--- config.mk ---
export PLATFORM = sky130hd
export DESIGN_NAME = mbist_analyzer
export DESIGN_NICKNAME = d
export VERILOG_FILES = /design/src/rtl/mbist_pkg.sv /design/src/rtl/mbist_analyzer_decoder.sv /design/src/rtl/mbist_analyzer.sv
export SDC_FILE = /design/constraint.sdc
export NUM_CORES = 1
export LEC_CHECK = 0
export BUFFER_PORTS_ARGS = -buffer_cell sky130_fd_sc_hd__buf_2
export CORE_ASPECT_RATIO = 0.6
export CORE_UTILIZATION = 35
export DETAILED_ROUTE_END_ITERATION = 6
export HOLD_SLACK_MARGIN = 0.15
export PLACE_DENSITY = 0.59
export REMOVE_ABC_BUFFERS = 1
export SYNTH_ARGS = -nofsm -noshare
export SYNTH_HDL_FRONTEND = slang
export SYNTH_HIERARCHICAL = 1
export SYNTH_SLANG_ARGS = --single-unit
--- constraint.sdc ---
create_clock -name clk -period 2.1 [get_ports clk]
set_clock_uncertainty 0.2 [all_clocks]
set_input_delay 0.42 -clock clk [delete_from_list [all_inputs] [get_ports clk]]
set_output_delay 0.42 -clock clk [all_outputs]
set_load 0.02 [all_outputs]
--- src/rtl/mbist_pkg.sv ---
// Shared types for the MBIST read-compare analyzer: background pattern codes,
// the expected byte for each code, and the analyzer FSM state encoding.
package mbist_pkg;

    typedef enum logic [2:0] {
        PAT_AA   = 3'b000,
        PAT_55   = 3'b001,
        PAT_F0   = 3'b010,
        PAT_0F   = 3'b011,
        PAT_00   = 3'b100,
        PAT_FF   = 3'b101,
        PAT_BAD6 = 3'b110,
        PAT_BAD7 = 3'b111
    } pat_code_e;

    localparam logic [7:0] PAT_BYTE_AA = 8'hAA;
    localparam logic [7:0] PAT_BYTE_55 = 8'h55;
    localparam logic [7:0] PAT_BYTE_F0 = 8'hF0;
    localparam logic [7:0] PAT_BYTE_0F = 8'h0F;
    localparam logic [7:0] PAT_BYTE_00 = 8'h00;
    localparam logic [7:0] PAT_BYTE_FF = 8'hFF;

    typedef enum logic [1:0] {
        ST_IDLE    = 2'd0,
        ST_COMPARE = 2'd1,
        ST_FLUSH   = 2'd2
    } state_e;

    // Codes 110/111 have no background pattern; a pass with them compares nothing.
    function automatic logic is_bad_code(pat_code_e code);
        return (code == PAT_BAD6) || (code == PAT_BAD7);
    endfunction

endpackage

--- src/rtl/mbist_analyzer_decoder.sv ---
// Pattern-code to expected-byte decoder. Undefined codes decode to 00; the
// analyzer never compares against them.
module mbist_analyzer_decoder
    import mbist_pkg::*;
(
    input  pat_code_e   code,
    output logic [7:0]  exp_data
);

    // Pure lookup of the background byte.
    always_comb begin
        exp_data = PAT_BYTE_00;
        case (code)
            PAT_AA:  exp_data = PAT_BYTE_AA;
            PAT_55:  exp_data = PAT_BYTE_55;
            PAT_F0:  exp_data = PAT_BYTE_F0;
            PAT_0F:  exp_data = PAT_BYTE_0F;
            PAT_00:  exp_data = PAT_BYTE_00;
            PAT_FF:  exp_data = PAT_BYTE_FF;
            default: exp_data = PAT_BYTE_00;
        endcase
    end

endmodule

--- src/rtl/mbist_analyzer.sv ---
// MBIST read-data analyzer. Compares each valid read against the background
// byte of the code latched at start, through a one-stage register pipeline.
// Optional macro MBIST_FAIL_LOG_EN: capture address/data of the first mismatch.
//
//   state      | meaning
//   -----------+-----------------------------------------------------------
//   ST_IDLE    | waiting for start; reads ignored, results held
//   ST_COMPARE | pass running; each rd_valid registered, compared next cycle
//   ST_FLUSH   | last read in pipeline; retire it, pulse done, back to idle
module mbist_analyzer
    import mbist_pkg::*;
#(
    parameter int ADDR_W = 4,
    parameter int CNT_W  = 8
) (
    input  logic              clk,
    input  logic              rst_n,
    input  logic              start,
    input  logic [2:0]        q,
    input  logic              rd_valid,
    input  logic              rd_last,
    input  logic [ADDR_W-1:0] rd_addr,
    input  logic [7:0]        rd_data,
    output logic              busy,
    output logic              done,
    output logic              fail,
    output logic [CNT_W-1:0]  fail_count,
    output logic              bad_code,
    output logic [ADDR_W-1:0] ff_addr,
    output logic [7:0]        ff_data
);

    state_e             state_q, state_d;
    pat_code_e          code_q, code_d;
    logic               bad_code_q, bad_code_d;
    logic               done_q, done_d;
    logic               fail_q, fail_d;
    logic [CNT_W-1:0]   fail_count_q, fail_count_d;
    logic               pipe_valid_q, pipe_valid_d;
    logic               pipe_last_q, pipe_last_d;
    logic [7:0]         pipe_data_q, pipe_data_d;
    logic [7:0]         exp_data;
    logic               pass_start;
    logic               mismatch;

    mbist_analyzer_decoder u_decoder (
        .code     (code_q),
        .exp_data (exp_data)
    );

    assign pass_start = (state_q == ST_IDLE) && start;
    assign mismatch   = pipe_valid_q && !bad_code_q && (pipe_data_q != exp_data);

    // Next-state, code latch and read pipeline capture.
    always_comb begin
        state_d      = state_q;
        code_d       = code_q;
        bad_code_d   = bad_code_q;
        done_d       = 1'b0;
        pipe_valid_d = 1'b0;
        pipe_last_d  = 1'b0;
        pipe_data_d  = pipe_data_q;
        case (state_q)
            ST_IDLE: begin
                if (start) begin
                    code_d     = pat_code_e'(q);
                    bad_code_d = is_bad_code(pat_code_e'(q));
                    state_d    = ST_COMPARE;
                end
            end
            ST_COMPARE: begin
                if (rd_valid) begin
                    pipe_valid_d = 1'b1;
                    pipe_last_d  = rd_last;
                    pipe_data_d  = rd_data;
                    if (rd_last) state_d = ST_FLUSH;
                end
            end
            ST_FLUSH: begin
                done_d  = pipe_last_q;
                state_d = ST_IDLE;
            end
            default: state_d = ST_IDLE;
        endcase
    end

    // Mismatch accounting; the counter saturates at all-ones.
    always_comb begin
        fail_d       = fail_q;
        fail_count_d = fail_count_q;
        if (pass_start) begin
            fail_d       = 1'b0;
            fail_count_d = '0;
        end else if (mismatch) begin
            fail_d = 1'b1;
            if (fail_count_q != {CNT_W{1'b1}})
                fail_count_d = fail_count_q + {{(CNT_W-1){1'b0}}, 1'b1};
        end
    end

    // State, pipeline and result registers.
    always_ff @(posedge clk) begin
        if (!rst_n) begin
            state_q      <= ST_IDLE;
            code_q       <= PAT_AA;
            bad_code_q   <= 1'b0;
            done_q       <= 1'b0;
            fail_q       <= 1'b0;
            fail_count_q <= '0;
            pipe_valid_q <= 1'b0;
            pipe_last_q  <= 1'b0;
            pipe_data_q  <= '0;
        end else begin
            state_q      <= state_d;
            code_q       <= code_d;
            bad_code_q   <= bad_code_d;
            done_q       <= done_d;
            fail_q       <= fail_d;
            fail_count_q <= fail_count_d;
            pipe_valid_q <= pipe_valid_d;
            pipe_last_q  <= pipe_last_d;
            pipe_data_q  <= pipe_data_d;
        end
    end

    assign busy       = (state_q != ST_IDLE);
    assign done       = done_q;
    assign fail       = fail_q;
    assign fail_count = fail_count_q;
    assign bad_code   = bad_code_q;

`ifdef MBIST_FAIL_LOG_EN
    logic [ADDR_W-1:0] pipe_addr_q, pipe_addr_d;
    logic [ADDR_W-1:0] ff_addr_q, ff_addr_d;
    logic [7:0]        ff_data_q, ff_data_d;

    // First-mismatch capture; fail_q low means no mismatch yet this pass.
    always_comb begin
        pipe_addr_d = pipe_addr_q;
        ff_addr_d   = ff_addr_q;
        ff_data_d   = ff_data_q;
        if ((state_q == ST_COMPARE) && rd_valid) pipe_addr_d = rd_addr;
        if (pass_start) begin
            ff_addr_d = '0;
            ff_data_d = '0;
        end else if (mismatch && !fail_q) begin
            ff_addr_d = pipe_addr_q;
            ff_data_d = pipe_data_q;
        end
    end

    // Capture registers.
    always_ff @(posedge clk) begin
        if (!rst_n) begin
            pipe_addr_q <= '0;
            ff_addr_q   <= '0;
            ff_data_q   <= '0;
        end else begin
            pipe_addr_q <= pipe_addr_d;
            ff_addr_q   <= ff_addr_d;
            ff_data_q   <= ff_data_d;
        end
    end

    assign ff_addr = ff_addr_q;
    assign ff_data = ff_data_q;
`else
    logic unused_rd_addr;
    assign unused_rd_addr = ^rd_addr;
    assign ff_addr        = '0;
    assign ff_data        = '0;
`endif

endmodule

==> metrics.md, run 1 <==
| Metric | Value |
|---|---|
| Status | finished with violations |
| Failing checks | setup timing |
| Clock Tree Root | clkbuf_8 |
| # rows | 16 |
| Clk pwr share | 30.5% |
| Share of the cycle needed by the critical path after routing | 101% |
| Sink Count | 26 |
| Largest area contributor in the netlist | dfxtp_1 |
| Synth Flop Type | dfxtp_1 |
| Max Cap Viol | 0 |
| Initial Utilization | 39.0% |
| Critical setup path kind | reg2reg |
| Max-slew violations | 0 |
| Area Overhead vs Synth | 29.7% |
| Slowest-stage cell, CP | dfxtp_4 |
| Pre-antenna DRT Iters | 4 |
| First-pass GRT wire length | 4.75 mm |
| Post-synthesis compound-gate area fraction | 9.05% |
| Crit-path max cell delay | 0.41 ns |
| Buf+Inv Stages, Crit Path | 1 |
| Synth unique cells | 40 |
| Mux cell area share after synthesis | 10.2% |
| Min setup slack post-route | -0.0134 ns |
| Final-report hold violation count | 0 |
| Post-route ant nets | 0 |
| Crit-path cells | buf_6 -> nand2_4 -> o21bai_4 -> xor2_2 -> nor4_4 -> a21oi_2 -> and4bb_1 -> mux2_4 |
| Syn Area/Cell | 9.06 um^2 |
| TritonCTS buffer count | 3 |
| Die Wd | 81.9 um |
| Total gr overflow | 0 |
| CTS tree | built |
| Power Total | 1050 uW |
| Worst Hold Margin | 0.178 ns |
| Largest family of logic cells by synthesized area | simple AND/OR/NAND/NOR gates |
| Worst vdd ir | 0.319 mV |
| Detailed-placement wirelength estimate | 2.01 mm |
| Critical Path End Type | flip-flop |
| Gpl congestion | 0.883 |
| Min Tclk post-route | 2.11 ns |
| FF+latch count, synth | 26 |
| DRC | 0 |
| RSZ-0062 raised after global routing | true |
| Area occupied by multi-input gates | 857 um^2 |
| Final WL | 2.87 mm |
| Pwr dens | 603 mW/mm^2 |
| CP Launch Type | flip-flop |
| Synth Warn # | 6 |
| Leak Pwr | 0.000822 uW |
| P_sw | 285 uW |
| Top post-synthesis cells by area | dfxtp_1, buf_4, mux2i_1 |
| CTS HTree Levels | 1 |
| Setup slack, reg-to-reg | -0.01 ns |
| Antenna diodes | 0 |
| Fillers | 312 |
| Logic pwr share | 19.1% |
| XOR/XNOR Fraction of Synth Area | 5.88% |
| Synth Area in Simple Gates | 23.5% |
| Reg power frac | 50.4% |
| Layout cells sized above 1 | 38.1% |
| Top cells by count, synth | dfxtp_1, nor2_1, buf_4 |
| GR Layer Usage met2 | 23.4% |
| Die Y | 50.0 um |
| Clock Pin Slew Worst Setup and Hold Paths | 0.09 ns |
| GRT Util Overall | 15.1% |
| Core Footprint | 0.00344 mm^2 |
| Clock Latency Late Sink | 0.27 ns |
| Met1 Use GR | 20.9% |
| Largest net degree at the start of global routing | 15 |
| Sequential area share after synthesis | 38.8% |
| # IOs | 44 |
| Switch share | 27.2% |
| FFs w/ async S/R, synth | 0% |
| F_max | 473 MHz |
| Via-per-instance ratio | 4.91 |
| WP data required | 2.07 ns |
| IO buf count | 27 |
| Cell count after synthesis | 148 |
| Grt peak-use layer | met2 |
| Min-delay worst type | in2reg |
| Crit path arrival time | 2.08 ns |
| Vias | 1109 |
| Count of final setup violators | 1 |
| # nets final | 203 |
| Syn Std Cell Area | 0.00134 mm^2 |
| Register area | 529 um^2 |
| Yosys top cell area share | 38.8% |
| DRT iter0 DRCs | 83 |
| Clk buf depth | 2 |
| Critical Path Fanout Max | 6 |
| Post-Synth Adder-Cell Area | 0.933% |
| Cell with the most instances after synthesis | dfxtp_1 |
| Post-synth EDFFs | 0 |
| Grt met3 use | 3.52% |
| DR WL/cell | 12.7 um |
| Internal power | 763 uW |
| Crit path max-delay family | simple AND/OR/NAND/NOR gates |
| Die area | 0.00409 mm^2 |
| Post-Route Utilization | 50.5% |
| Antenna violations before repair | 0 |
| Number of global-route vias before repair | 1032 |
flip-flops by register name (all words and copies together), names as in the netlist:
register	flops
state_q	2
pipe_data_q	8
bad_code	1
fail_count	8
pipe_last_q	1
code_q	3
pipe_valid_q	1
fail	1
done	1
final cells by class:
class	count	share of cell area, %
Clock buffer	4	3.17
Inverter	3	0.647
Multi-Input combinational cell	110	49.3
Sequential cell	26	30.4
Tap cell	45	3.24
Timing Repair Buffer	38	13.2
tightest hold or removal path, delay by kind of cell:
kind                   cells  cell delay [ns]
buffers and inverters      1             0.07
multiplexers               1             0.05
AND/OR/NAND/NOR            1             0.07
power groups by stage:
stage | Sequential, uW | Combinational, uW | Clock [uW]
3_3_place_gp | 534 | 151 | 0
6_report | 528 | 200 | 320
3_5_place_dp | 534 | 154 | 0
4_1_cts | 523 | 164 | 329
5_1_grt | 531 | 218 | 347
2_1_floorplan | 534 | 101 | 0
kinds of logic after synthesis:
logic type / after synthesis
buf+inv: 23
mux: 13
other cells: 1
compound gates: 18
xor+xnor: 9
fa+ha+maj: 1
simple gates: 57
flops: 26
placed cells by master, fill, tap and decap left out, types with 2 or more instances in the layout:
cell type  instances
nand2_1            5
nor4_4             2
inv_1              3
o21ai_0            2
a41o_1             2
nor3_1             3
dfxtp_4            2
buf_2             28
a21oi_1            4
mux2_4             2
clkbuf_8           4
buf_4              6
buf_6              4
nor2_1            22
nand3b_1           2
nand4_1            2
dfxtp_1           23
conb_1            12
mux2i_1           11
nand3_1            4
a31oi_1            2
and2_1             3
nand2b_1           2
xor2_2             8
worst paths after layout:
check,endpoint,cells after the start,startpoint
min,pipe_data_q[5],3,rd_data[5]
max reg2reg,fail_count[4],8,code_q[0]
min reg2reg,fail,2,fail
max,fail_count[4],8,code_q[0]
routing by layer:
layer	up-vias	wire, um
met4	0	29
met3	2	142
met1	523	1430
met2	38	1270
met5	-	0
li1	546	-
what timing repair did:
action | 4_1_cts | 5_1_grt
endpoints found under the setup margin | 8 | 8
gates cloned | 1 | 0
buffers inserted | 3 | 0
hold buffers | 0 | 0
resized for setup | 13 | 23
pin swaps | 5 | 4
metrics by stage:
stage	instance area (um^2)	setup slack, ns	instances	TNS [ns]
floorplan	1240	-0.360	139	-0.884
global placement	1490	-0.0894	219	-0.175
detailed placement	1490	-0.184	219	-0.449
CTS	1610	0.000572	226	0
global route	1740	-0.104	226	-0.254
finish	1740	-0.0134	226	-0.0134
(Power assumes the default switching activity.)
==> run 2: changes to the inputs <==
--- a/config.mk
+++ b/config.mk
@@ -10,7 +10,6 @@
 export CORE_UTILIZATION = 35
 export DETAILED_ROUTE_END_ITERATION = 6
 export HOLD_SLACK_MARGIN = 0.15
-export PLACE_DENSITY = 0.59
 export REMOVE_ABC_BUFFERS = 1
 export SYNTH_ARGS = -nofsm -noshare
 export SYNTH_HDL_FRONTEND = slang
==> metrics.md, run 2 (synthesized netlist as in run 1, its figures left out) <==
| Metric | Value |
|---|---|
| Total gr overflow | 0 (unchanged) |
| Crit-path max cell delay | 0.40 ns (about the same) |
| Final-report hold violation count | 0 (unchanged) |
| GRT Util Overall | 15.3% (+0.25 points) |
| Gpl congestion | 0.822 (-6.9%) |
| DRC | 0 (unchanged) |
| Clock Pin Slew Worst Setup and Hold Paths | 0.08 ns (about the same) |
| First-pass GRT wire length | 4.78 mm (+0.72%) |
| Commonest cells after routing, fill and taps aside | buf_2, dfxtp_1, nor2_1, conb_1, mux2i_1 |
| Leak Pwr | 0.000793 uW (-3.5%) |
| Min Tclk post-route | 2.15 ns (+0.0337 ns) |
| Most common cell after layout, fill and taps aside | buf_2 |
| Detailed-placement wirelength estimate | 2.04 mm (+1.8%) |
| Die Wd | 81.9 um (unchanged) |
| Worst vdd ir | 0.306 mV (-3.9%) |
| Post-route ant nets | 0 (unchanged) |
| Fillers | 310 (-0.64%) |
| IO buf count | 27 (unchanged) |
| Count of final setup violators | 1 (unchanged) |
| Layout cells sized above 1 | 35.8% (-2.4 points) |
| Die area | 0.00409 mm^2 (unchanged) |
| Antenna diodes | 0 (unchanged) |
| # nets final | 202 (-0.49%) |
| Crit path arrival time | 2.10 ns (+0.02 ns) |
| Min setup slack post-route | -0.0471 ns (-0.0337 ns) |
| # IOs | 44 (unchanged) |
| Slowest-stage cell, CP | dfxtp_4 |
| WP data required | 2.06 ns (about the same) |
| Max-slew violations | 0 (unchanged) |
| Final WL | 2.74 mm (-4.6%) |
| Initial Utilization | 39.0% (unchanged) |
| Min-delay worst type | in2reg |
| CP Launch Type | flip-flop |
| Post-place setup slack | -0.212 ns (-0.0281 ns) |
| Clk buf depth | 2 (unchanged) |
| Vias | 1072 (-3.3%) |
| Clock Latency Late Sink | 0.26 ns (about the same) |
| F_max | 466 MHz (-1.6%) |
| Critical Path End Type | flip-flop |
| Status | finished with violations |
| Critical Path Fanout Max | 5 (-1) |
| DRT iter0 DRCs | 32 (-61%) |
| Failing checks | setup timing |
| Die Y | 50.0 um (unchanged) |
| TritonCTS buffer count | 3 (unchanged) |
| CTS tree | built |
| Sink Count | 26 (unchanged) |
| Largest net degree at the start of global routing | 15 (unchanged) |
| Pwr dens | 588 mW/mm^2 (-2.4%) |
| Post-Route Utilization | 48.1% (-2.4 points) |
| Area Overhead vs Synth | 23.6% |
| Crit-path cells | nor2_4 -> mux2_4 -> xor2_2 -> nor4_2 -> a21oi_2 -> and4bb_1 -> mux2_4 |
| Critical setup path kind | reg2reg |
| Share of the cycle needed by the critical path after routing | 102% (+1.6 points) |
| Clock Tree Root | clkbuf_8 |
| Crit path top cell by count | mux2_4 |
| RSZ-0062 raised after global routing | true |
| Core Footprint | 0.00344 mm^2 (unchanged) |
| DR WL/cell | 12.2 um (-3.8%) |
| Number of global-route vias before repair | 1010 (-2.1%) |
| Via-per-instance ratio | 4.79 (-2.5%) |
| Hold-fix buffers, CTS | 0 (unchanged) |
| Antenna violations before repair | 0 (unchanged) |
| CTS HTree Levels | 1 (unchanged) |
| Pre-antenna DRT Iters | 5 (+1) |
| # rows | 16 (unchanged) |
| Max Cap Viol | 0 (unchanged) |
## run 2: final cells by class
type	instances	area (um^2)	share of cell area (%)
well taps	45	56.3	3.40
repair buffers	37	218	13.1
inverters	3	11.3	0.679
clock buffers	3	41.3	2.49
multi-input cells	110	800	48.2
flip-flops and latches	26	532	32.1
## run 2: final timing paths
kind | startpoint | end | slack (ns) | cells after the start
max | code_q[0] | fail_count[4] | -0.05 | 7
min | rd_data[7] | pipe_data_q[7] | 0.18 | 3
max reg2reg | code_q[0] | fail_count[4] | -0.05 | 7
min reg2reg | fail | fail | 0.28 | 2
## run 2: power breakdown
| group | switching, uW | total (uW) | internal [uW] | leakage, uW |
|---|---|---|---|---|
| clock network | 140 | 269 | 128 | 0.0000216 |
| registers | 18.3 | 525 | 507 | 0.000213 |
| logic | 102 | 181 | 78.9 | 0.000558 |
| total | 261 | 975 | 714 | 0.000793 |
## run 2: worst max-delay path: cells and delay by family (launching register included)
family	cells	cell delay, ns
compound gates	1	0.12
xor+xnor	1	0.15
mux	2	0.58
simple gates	3	0.60
flops	1	0.40
## run 2: per-layer routing
metal / up-vias / global-route usage (%) / share of wire [%]
met5: - / 0 / 0
met3: 2 / 3.70 / 4.9
met4: 0 / 4.97 / 0.99
met1: 491 / 20.5 / 51
li1: 547 / - / -
met2: 32 / 24.0 / 43
## run 2: what timing repair did
action / 4_1_cts / 5_1_grt
hold endpoints to repair: 0 / 0
setup endpoints to repair: 9 / 8
setup buffers: 3 / 1
resized for setup: 17 / 11
pin swaps: 5 / 4
## run 2: per-stage QoR
step,setup TNS [ns],power (uW),hold slack (ns),area [um^2],instances
6_report,-0.0471,975,0.183,1660,224
2_1_floorplan,-0.884,635,0.262,1240,139
3_3_place_gp,-0.324,680,0.253,1490,218
4_1_cts,0,972,0.179,1600,223
5_1_grt,-0.288,1030,0.179,1660,224
3_5_place_dp,-1.01,687,0.273,1490,218
